==> src/rtl/inv_quant.sv <==
`timescale 1ns/1ps
// ---------------------------------------------------------------------------
// inv_quant
// Inverse quantiser for one transform block.  A start pulse captures the
// block's QP, component and transform size; the effective QP is then split
// into a period (qpe/6) and a remainder (qpe%6) by repeated subtraction.
// After that, four coefficient levels per beat are scaled through a fixed
// three-stage pipeline and saturated to 16 bits.
//
// Ports
//   clk      in   1   rising-edge clock
//   rstn     in   1   asynchronous active-low reset
//   start_i  in   1   launches a block (only honoured in IDLE)
//   qp_i     in   6   luma QP, values above 51 treated as 51
//   sel_i    in   2   component select, `TYPE_Y = luma, otherwise chroma
//   size_i   in   2   transform size 4x4/8x8/16x16/32x32
//   val_i    in   1   input beat valid
//   coef_i   in  64   four signed 16-bit levels, lane 0 in [15:0]
//   rdy_o    out  1   ready to accept beats
//   val_o    out  1   output beat valid
//   coef_o   out 64   four signed 16-bit reconstructed coefficients
//   done_o   out  1   marks the last output beat of the block
// ---------------------------------------------------------------------------
`ifndef TYPE_Y
`define TYPE_Y 2'b00
`endif

module inv_quant (
    input  logic        clk,
    input  logic        rstn,
    input  logic        start_i,
    input  logic [5:0]  qp_i,
    input  logic [1:0]  sel_i,
    input  logic [1:0]  size_i,
    input  logic        val_i,
    input  logic [63:0] coef_i,
    output logic        rdy_o,
    output logic        val_o,
    output logic [63:0] coef_o,
    output logic        done_o
);

    typedef enum logic [1:0] {
        IDLE  = 2'd0,
        LOAD  = 2'd1,
        BUSY  = 2'd2,
        DRAIN = 2'd3
    } state_t;

    state_t      state;
    state_t      state_nxt;

    logic [1:0]  size_r;
    logic [3:0]  per_r;
    logic [5:0]  rem_r;
    logic [8:0]  cnt;

    logic [5:0]  qp_clamped;
    logic [5:0]  qpe_in;
    logic [8:0]  beat_last_idx;
    logic        accept;
    logic        last_beat;
    logic [6:0]  scale;

    // Pipeline registers and their combinational feeds
    logic               v1, v2;
    logic               last1, last2;
    logic signed [23:0] prod [4];
    logic signed [23:0] p1   [4];
    logic signed [39:0] wide [4];
    logic signed [39:0] s2   [4];
    logic signed [39:0] shifted [4];
    logic [63:0]        clip_bus;
    logic [4:0]         up_shift;
    logic [2:0]         rnd_pos;
    logic [2:0]         down_shift;
    logic signed [39:0] rnd;

    // Chroma QP mapping; the middle band follows a compressed table.
    function automatic logic [5:0] chroma_qp(input logic [5:0] q);
        logic [5:0] r;
        r = q - 6'd6;
        if (q < 6'd30) begin
            r = q;
        end else begin
            case (q)
                6'd30:   r = 6'd29;
                6'd31:   r = 6'd30;
                6'd32:   r = 6'd31;
                6'd33:   r = 6'd32;
                6'd34:   r = 6'd33;
                6'd35:   r = 6'd33;
                6'd36:   r = 6'd34;
                6'd37:   r = 6'd34;
                6'd38:   r = 6'd35;
                6'd39:   r = 6'd35;
                6'd40:   r = 6'd36;
                6'd41:   r = 6'd36;
                6'd42:   r = 6'd37;
                6'd43:   r = 6'd37;
                default: r = q - 6'd6;
            endcase
        end
        return r;
    endfunction

    // The effective QP is formed on the start cycle and parked in rem_r so
    // that LOAD only has to peel off sixes from it.
    assign qp_clamped    = (qp_i > 6'd51) ? 6'd51 : qp_i;
    assign qpe_in        = (sel_i == `TYPE_Y) ? qp_clamped : chroma_qp(qp_clamped);
    assign beat_last_idx = (9'd4 << {size_r, 1'b0}) - 9'd1;
    assign accept        = (state == BUSY) && val_i;
    assign last_beat     = accept && (cnt == beat_last_idx);
    assign rdy_o         = (state == BUSY);

    // Next-state logic; DRAIN waits for the last beat to leave the pipeline.
    always_comb begin
        state_nxt = state;
        case (state)
            IDLE:    if (start_i)           state_nxt = LOAD;
            LOAD:    if (rem_r < 6'd6)      state_nxt = BUSY;
            BUSY:    if (last_beat)         state_nxt = DRAIN;
            DRAIN:   if (done_o)            state_nxt = IDLE;
            default:                        state_nxt = IDLE;
        endcase
    end

    // State register plus per-block control: capture, QP division, beat count.
    always_ff @(posedge clk or negedge rstn) begin
        if (!rstn) begin
            state  <= IDLE;
            size_r <= 2'd0;
            per_r  <= 4'd0;
            rem_r  <= 6'd0;
            cnt    <= 9'd0;
        end else begin
            state <= state_nxt;
            case (state)
                IDLE: begin
                    if (start_i) begin
                        size_r <= size_i;
                        per_r  <= 4'd0;
                        rem_r  <= qpe_in;
                        cnt    <= 9'd0;
                    end
                end
                LOAD: begin
                    if (rem_r >= 6'd6) begin
                        rem_r <= rem_r - 6'd6;
                        per_r <= per_r + 4'd1;
                    end
                end
                BUSY: begin
                    if (accept) begin
                        cnt <= cnt + 9'd1;
                    end
                end
                default: ;
            endcase
        end
    end

    // Level scale selected by the QP remainder.
    always_comb begin
        scale = 7'd40;
        case (rem_r)
            6'd0:    scale = 7'd40;
            6'd1:    scale = 7'd45;
            6'd2:    scale = 7'd51;
            6'd3:    scale = 7'd57;
            6'd4:    scale = 7'd64;
            6'd5:    scale = 7'd72;
            default: scale = 7'd40;
        endcase
    end

    // Stage arithmetic: multiply by scale, then shift up by per+4 (the x16
    // folds into the shift) and add the rounding term, then shift down by
    // the block's bit depth and saturate.  40 bits hold the worst case of
    // a full-scale level at per 8 without wrapping.
    assign up_shift   = {1'b0, per_r} + 5'd4;
    assign rnd_pos    = {1'b0, size_r} + 3'd4;
    assign down_shift = {1'b0, size_r} + 3'd5;
    assign rnd        = 40'sd1 <<< rnd_pos;

    always_comb begin
        clip_bus = 64'd0;
        for (int i = 0; i < 4; i++) begin
            prod[i]    = $signed(coef_i[16*i +: 16]) * $signed({1'b0, scale});
            wide[i]    = ($signed({{16{p1[i][23]}}, p1[i]}) <<< up_shift) + rnd;
            shifted[i] = s2[i] >>> down_shift;
            if (shifted[i] > 40'sd32767) begin
                clip_bus[16*i +: 16] = 16'h7fff;
            end else if (shifted[i] < -40'sd32768) begin
                clip_bus[16*i +: 16] = 16'h8000;
            end else begin
                clip_bus[16*i +: 16] = shifted[i][15:0];
            end
        end
    end

    // Three-stage datapath; valids always advance, data only moves with a
    // valid so coef_o holds its last value through gaps.
    always_ff @(posedge clk or negedge rstn) begin
        if (!rstn) begin
            v1     <= 1'b0;
            v2     <= 1'b0;
            last1  <= 1'b0;
            last2  <= 1'b0;
            val_o  <= 1'b0;
            done_o <= 1'b0;
            coef_o <= 64'd0;
            for (int i = 0; i < 4; i++) begin
                p1[i] <= 24'sd0;
                s2[i] <= 40'sd0;
            end
        end else begin
            v1     <= accept;
            last1  <= last_beat;
            v2     <= v1;
            last2  <= last1;
            val_o  <= v2;
            done_o <= v2 && last2;
            if (accept) begin
                for (int i = 0; i < 4; i++) begin
                    p1[i] <= prod[i];
                end
            end
            if (v1) begin
                for (int i = 0; i < 4; i++) begin
                    s2[i] <= wide[i];
                end
            end
            if (v2) begin
                coef_o <= clip_bus;
            end
        end
    end

endmodule

==> config.mk <==
export PLATFORM = sky130hd
export DESIGN_NAME = inv_quant
export DESIGN_NICKNAME = d
export VERILOG_FILES = /design/src/rtl/inv_quant.sv
export SDC_FILE = /design/constraint.sdc
export NUM_CORES = 2
export LEC_CHECK = 0
export ABC_AREA = 1
export ABC_CLOCK_PERIOD_IN_PS = 13770
export BUFFER_PORTS_ARGS = -buffer_cell sky130_fd_sc_hd__buf_4
export CAP_MARGIN = 30
export CORE_MARGIN = 2
export CORE_UTILIZATION = 70
export CTS_BUF_LIST = sky130_fd_sc_hd__clkbuf_8
export DETAILED_ROUTE_END_ITERATION = 8
export GPL_TIMING_DRIVEN = 0
export PLACE_DENSITY = 0.88
export SLEW_MARGIN = 20
export SYNTH_ARGS = -nofsm -noshare
export SYNTH_HDL_FRONTEND = slang
export SYNTH_SLANG_ARGS = --single-unit
==> constraint.sdc <==
create_clock -name clk -period 13.77 [get_ports clk]
set_input_delay 0 -clock clk [delete_from_list [all_inputs] [get_ports clk]]
set_output_delay 0 -clock clk [all_outputs]
set_load 0.03 [all_outputs]
==> qor.txt, run 1 <==
Status: did not finish
Stopped at: global routing
Run Error: [ERROR GRT-0116] Global routing finished with congestion. Check the congestion regions in the DRC Viewer.
Asr flop ratio synth: 1.000
Flops & latches, synth: 349
Number of enable flip-flop cells after synthesis: 0
Top post-synthesis cells by area: dfrtp_1, nand2_1, fa_1
Dpl hpwl: 147100 µm
Top-count cell post-synth: nand2_1
Post_cts resized: 0
Mapped cell area: 46720 µm²
Rows: 94
Clock Path Buffers: 3
Largest net degree at the start of global routing: 104
Cts hold-fix bufs: 31
Total global routing overflow: 2
Die width: 262.3 µm
CTS buffer count: 58
PortBufs: 144
Routability cong.: 1.396
Clock root buffer: clkbuf_8
Number of H-tree levels: 2
Post-Syn Instances: 7212
Main synth FF type: dfrtp_1
Via count of the first global-routing pass: 53.85k
Clock Sink Count: 349
Initial Utilization: 0.7093
Yosys warning total: 0
First-pass GRT wire length: 314000 µm
I/O pins: 145
Top cells by count, synth: nand2_1, nand3_1, inv_1
Seq/Total Area, Yosys: 0.1869
Height of the die: 262.3 µm
Netlist cell types: 62
Dpl ws: 6628 ps
Syn Nets: 7866
Placed cell count: 8226
Placed Area: 49010 µm²
Post-synth top area cell: dfrtp_1
Buffer count from post-CTS setup fixing: 0
Mapped Avg Cell Area: 6.478 µm²
GRT Resource Usage Total: 0.5927
Synth top area share: 0.1869
-- kinds of logic after synthesis --
kind of cell / after synthesis / share of synthesized area
AOI/OAI and AO/OA: 746 / 0.08704
xor gates and xnor gates: 125 / 0.02343
adders and majority gates: 576 / 0.2102
buffers and inverters: 1187 / 0.1053
DFF: 349 / 0.1869
muxes: 17 / 0.003642
and+or+nand+nor: 4212 / 0.3835
-- layer usage --
| layer | track usage | overflow |
|---|---|---|
| met1 | 0.6360 | 0 |
| met2 | 0.8017 | 1 |
| met3 | 0.3514 | 0 |
| met4 | 0.5387 | 1 |
| met5 | 0.1005 | 0 |
-- metrics by stage --
stage	util	hold WS [ps]
2_1_floorplan	-	-295.6
3_3_place_gp	0.7422	259.6
3_5_place_dp	0.7442	-36.50
4_1_cts	0.7694	110.6
==> run 2, diff against run 1 <==
- CORE_UTILIZATION: 70 -> 40
- CTS_BUF_LIST: sky130_fd_sc_hd__clkbuf_8 -> default
- PLACE_DENSITY: 0.88 -> default
- PLACE_DENSITY_LB_ADDON: default -> 0.15
==> qor.txt, run 2 <==
CP Depth: 23
Height of the die: 345.8 µm (+32%)
PortBufs: 144 (unchanged)
FF-to-FF path depth: 23
Main synth FF type: dfrtp_1
Starting DRC count in detailed routing: 4121
Die Area: 119500 µm²
Yosys warning total: 0 (unchanged)
Post-Syn Instances: 7212 (unchanged)
Status: complete, no violations
Final slew viol count: 0
Final Power: 2.804 mW
Filler cells: 12.51k
Most Crowded Layer GR: met2
Seq/Total Area, Yosys: 0.1869 (unchanged)
Fin util: 0.4474
CP peak stage delay: 650 ps
DRC errors left: 0
WHS: 22.21 ps
First-pass GRT wire length: 341900 µm
Pleak: 26.47 nW
Slowest-stage cell, CP: clkinv_1
Hold Path Cell Cnt: 6
Most frequent cells in the layout: nand2_1, nand3_1, inv_1, nor2_1
CTS tree: yes
# nets final: 8110
Antenna Nets Post-Route: 0
Crit Path Category: flop to flop
Asr flop ratio synth: 1.000 (unchanged)
Initial Utilization: 0.4026 (-0.3068)
Via Count: 49.44k
Largest net degree at the start of global routing: 95
Reg2reg end: p1[90]
# setup viols final: 0
Fin. Hold Viols: 0
Clock root buffer: clkbuf_16
Fin area: 51920 µm²
Met3 usage: 0.05809
Top-count cell post-synth: nand2_1
R2r setup slk: 6360 ps
Mapped cell area: 46720 µm² (unchanged)
Via count of the first global-routing pass: 49.55k
Crit path max-delay family: adder cells
Post-route clock period utilization: 0.5382
Placed Area: 50090 µm² (+2.2%)
Top reg by flops: s2
Clock latency on the worst-skew pair: 640 ps
Max Clock Freq: 134.9 MHz
Max reg flops: 160
Clock Path Buffers: 3 (unchanged)
CTS buffer count: 41 (-29%)
Routability cong.: 1.114 (-20%)
Top post-synthesis cells by area: dfrtp_1, nand2_1, fa_1
Startpoint Class: flop
Total global routing overflow: 0
Worst Setup End Kind: flop
Slew margin rel.: 0.2579
Slew @ Worst Pin: 1113 ps
Met1 global-route usage: 0.4340
Post-synth top area cell: dfrtp_1
Die width: 345.8 µm (+32%)
Share of layout cells above drive strength 1: 0.07639
Netlist cell types: 62 (unchanged)
Crit-path cells: clkinv_1, nor3_4, buf_8, inv_1, clkbuf_1, buf_6, clkbuf_1, nor2_1, fa_1, fa_1, fa_1, inv_1, fa_1, inv_1, ha_1, a21oi_1, a21boi_0, o21ai_0, a31oi_1, o21bai_1, or2_2, nand3_1, nand2_1
Buf/Inv on CP: 8
Vias/cell: 5.484
Worst vdd ir: 80.73 µV
Number of enable flip-flop cells after synthesis: 0 (unchanged)
Dpl hpwl: 201100 µm (+37%)
WL per Instance: 26.17 µm
P&R area growth vs syn: 11.13%
Syn Nets: 7866 (unchanged)
Top flop regs: s2 (160), p1 (96), coef_o (64)
WL final: 235900 µm
Antenna violations before repair: 5
Number of H-tree levels: 2 (unchanged)
Top cells by count, synth: nand2_1, nand3_1, inv_1
Reg-to-Reg Start: rem_r[0]
GRT Resource Usage Total: 0.3923
Critical Path Fanout Max: 10
CORE AREA: 116000 µm²
Setup Skew: 24.64 ps
GRT met2 Usage: 0.6504
Req. time, crit path: 14280 ps
Rows: 125 (+33%)
PwrDens: 54.01 nW/µm²
RSZ-0062 raised after global routing: no
Mapped Avg Cell Area: 6.478 µm² (unchanged)
First-pass iteration count of the detailed router: 7
Worst-path clk slew: 80 ps
Hold crit path type: primary input to flop
Worst Setup SP: rem_r[0]
Flops & latches, synth: 349 (unchanged)
Setup crit end: p1[90]
Most common cell after layout, fill and taps aside: nand2_1
Max_cap viols: 0
Final min period: 7411 ps
Setup TNS: 0 ps
I/O pins: 145 (unchanged)
Cell mode on critical path: fa_1
Clock Sink Count: 349 (unchanged)
Crit path DAT: 7920 ps
Synth top area share: 0.1869 (unchanged)
Post_cts resized: 0 (unchanged)
run 2: cell type report:
class | instances | area, µm² | area share
Antenna cell | 3 | 7.507 | 0.0001446
Tap cell | 1524 | 1907 | 0.03673
Sequential cell | 349 | 8733 | 0.1682
Inverter | 847 | 3187 | 0.06138
Clock buffer | 50 | 1110 | 0.02138
Buffer | 340 | 1738 | 0.03348
Multi-Input combinational cell | 5676 | 33080 | 0.6371
Clock inverter | 25 | 382.9 | 0.007375
Timing Repair Buffer | 201 | 1775 | 0.03420
run 2: logic make-up (layout without fill, tap and decap cells):
logic type / count (synthesis) / in the layout / share of synthesized area
fa+ha+maj: 576 / 576 / 0.2102
simple gates: 4212 / 4212 / 0.3835
xor+xnor: 125 / 125 / 0.02343
compound gates: 746 / 746 / 0.08704
flops: 349 / 349 / 0.1869
buf+inv: 1187 / 1463 / 0.1053
mux: 17 / 17 / 0.003642
other cells: 0 / 3 / 0
run 2: worst min path at each step:
| stage | from | endpoint | slack [ps] |
|---|---|---|---|
| CTS | coef_i[33] | p1[25] | 20 |
| floorplan | rstn | cnt[0] | -300 |
| detailed placement | rstn | coef_o[37] | 50 |
| global placement | size_i[1] | size_r[1] | 260 |
| finish | coef_i[33] | p1[25] | 20 |
| global route | coef_i[33] | p1[25] | 50 |
run 2: power breakdown:
part           internal, mW  total, mW  switching, mW
registers              1.03       1.03              0
logic                 0.204      0.545          0.342
clock network         0.717       1.23          0.516
run 2: routing by layer:
layer  wire length [µm]  vias to the layer above
met4              27020                        8
met5                 46                        -
met3              12770                      712
met1              88270                    23400
met2             107800                     1906
li1                   -                    23420
run 2: worst register-to-register path: cells and delay by family (launching register included):
kind                     cells  cell delay, ps
adder cells (fa/ha/maj)      5            2370
buffers and inverters        8            2030
AND/OR/NAND/NOR              5            1380
AO/OA/AOI/OAI                5            1130
flip-flops                   1             370
run 2: metrics by stage:
stage | std cells | setup WS, ps
floorplan | 7212 | 8226
global placement | 8880 | 5506
detailed placement | 8907 | 6612
CTS | 9009 | 6540
global route | 9012 | 6163
finish | 9015 | 6359
run 2: timing repair:
item	in CTS	in global routing
buffers inserted	0	0
hold buffers	27	0
setup endpoints to repair	0	0
hold endpoints to repair	191	0
(Power assumes the default switching activity.)
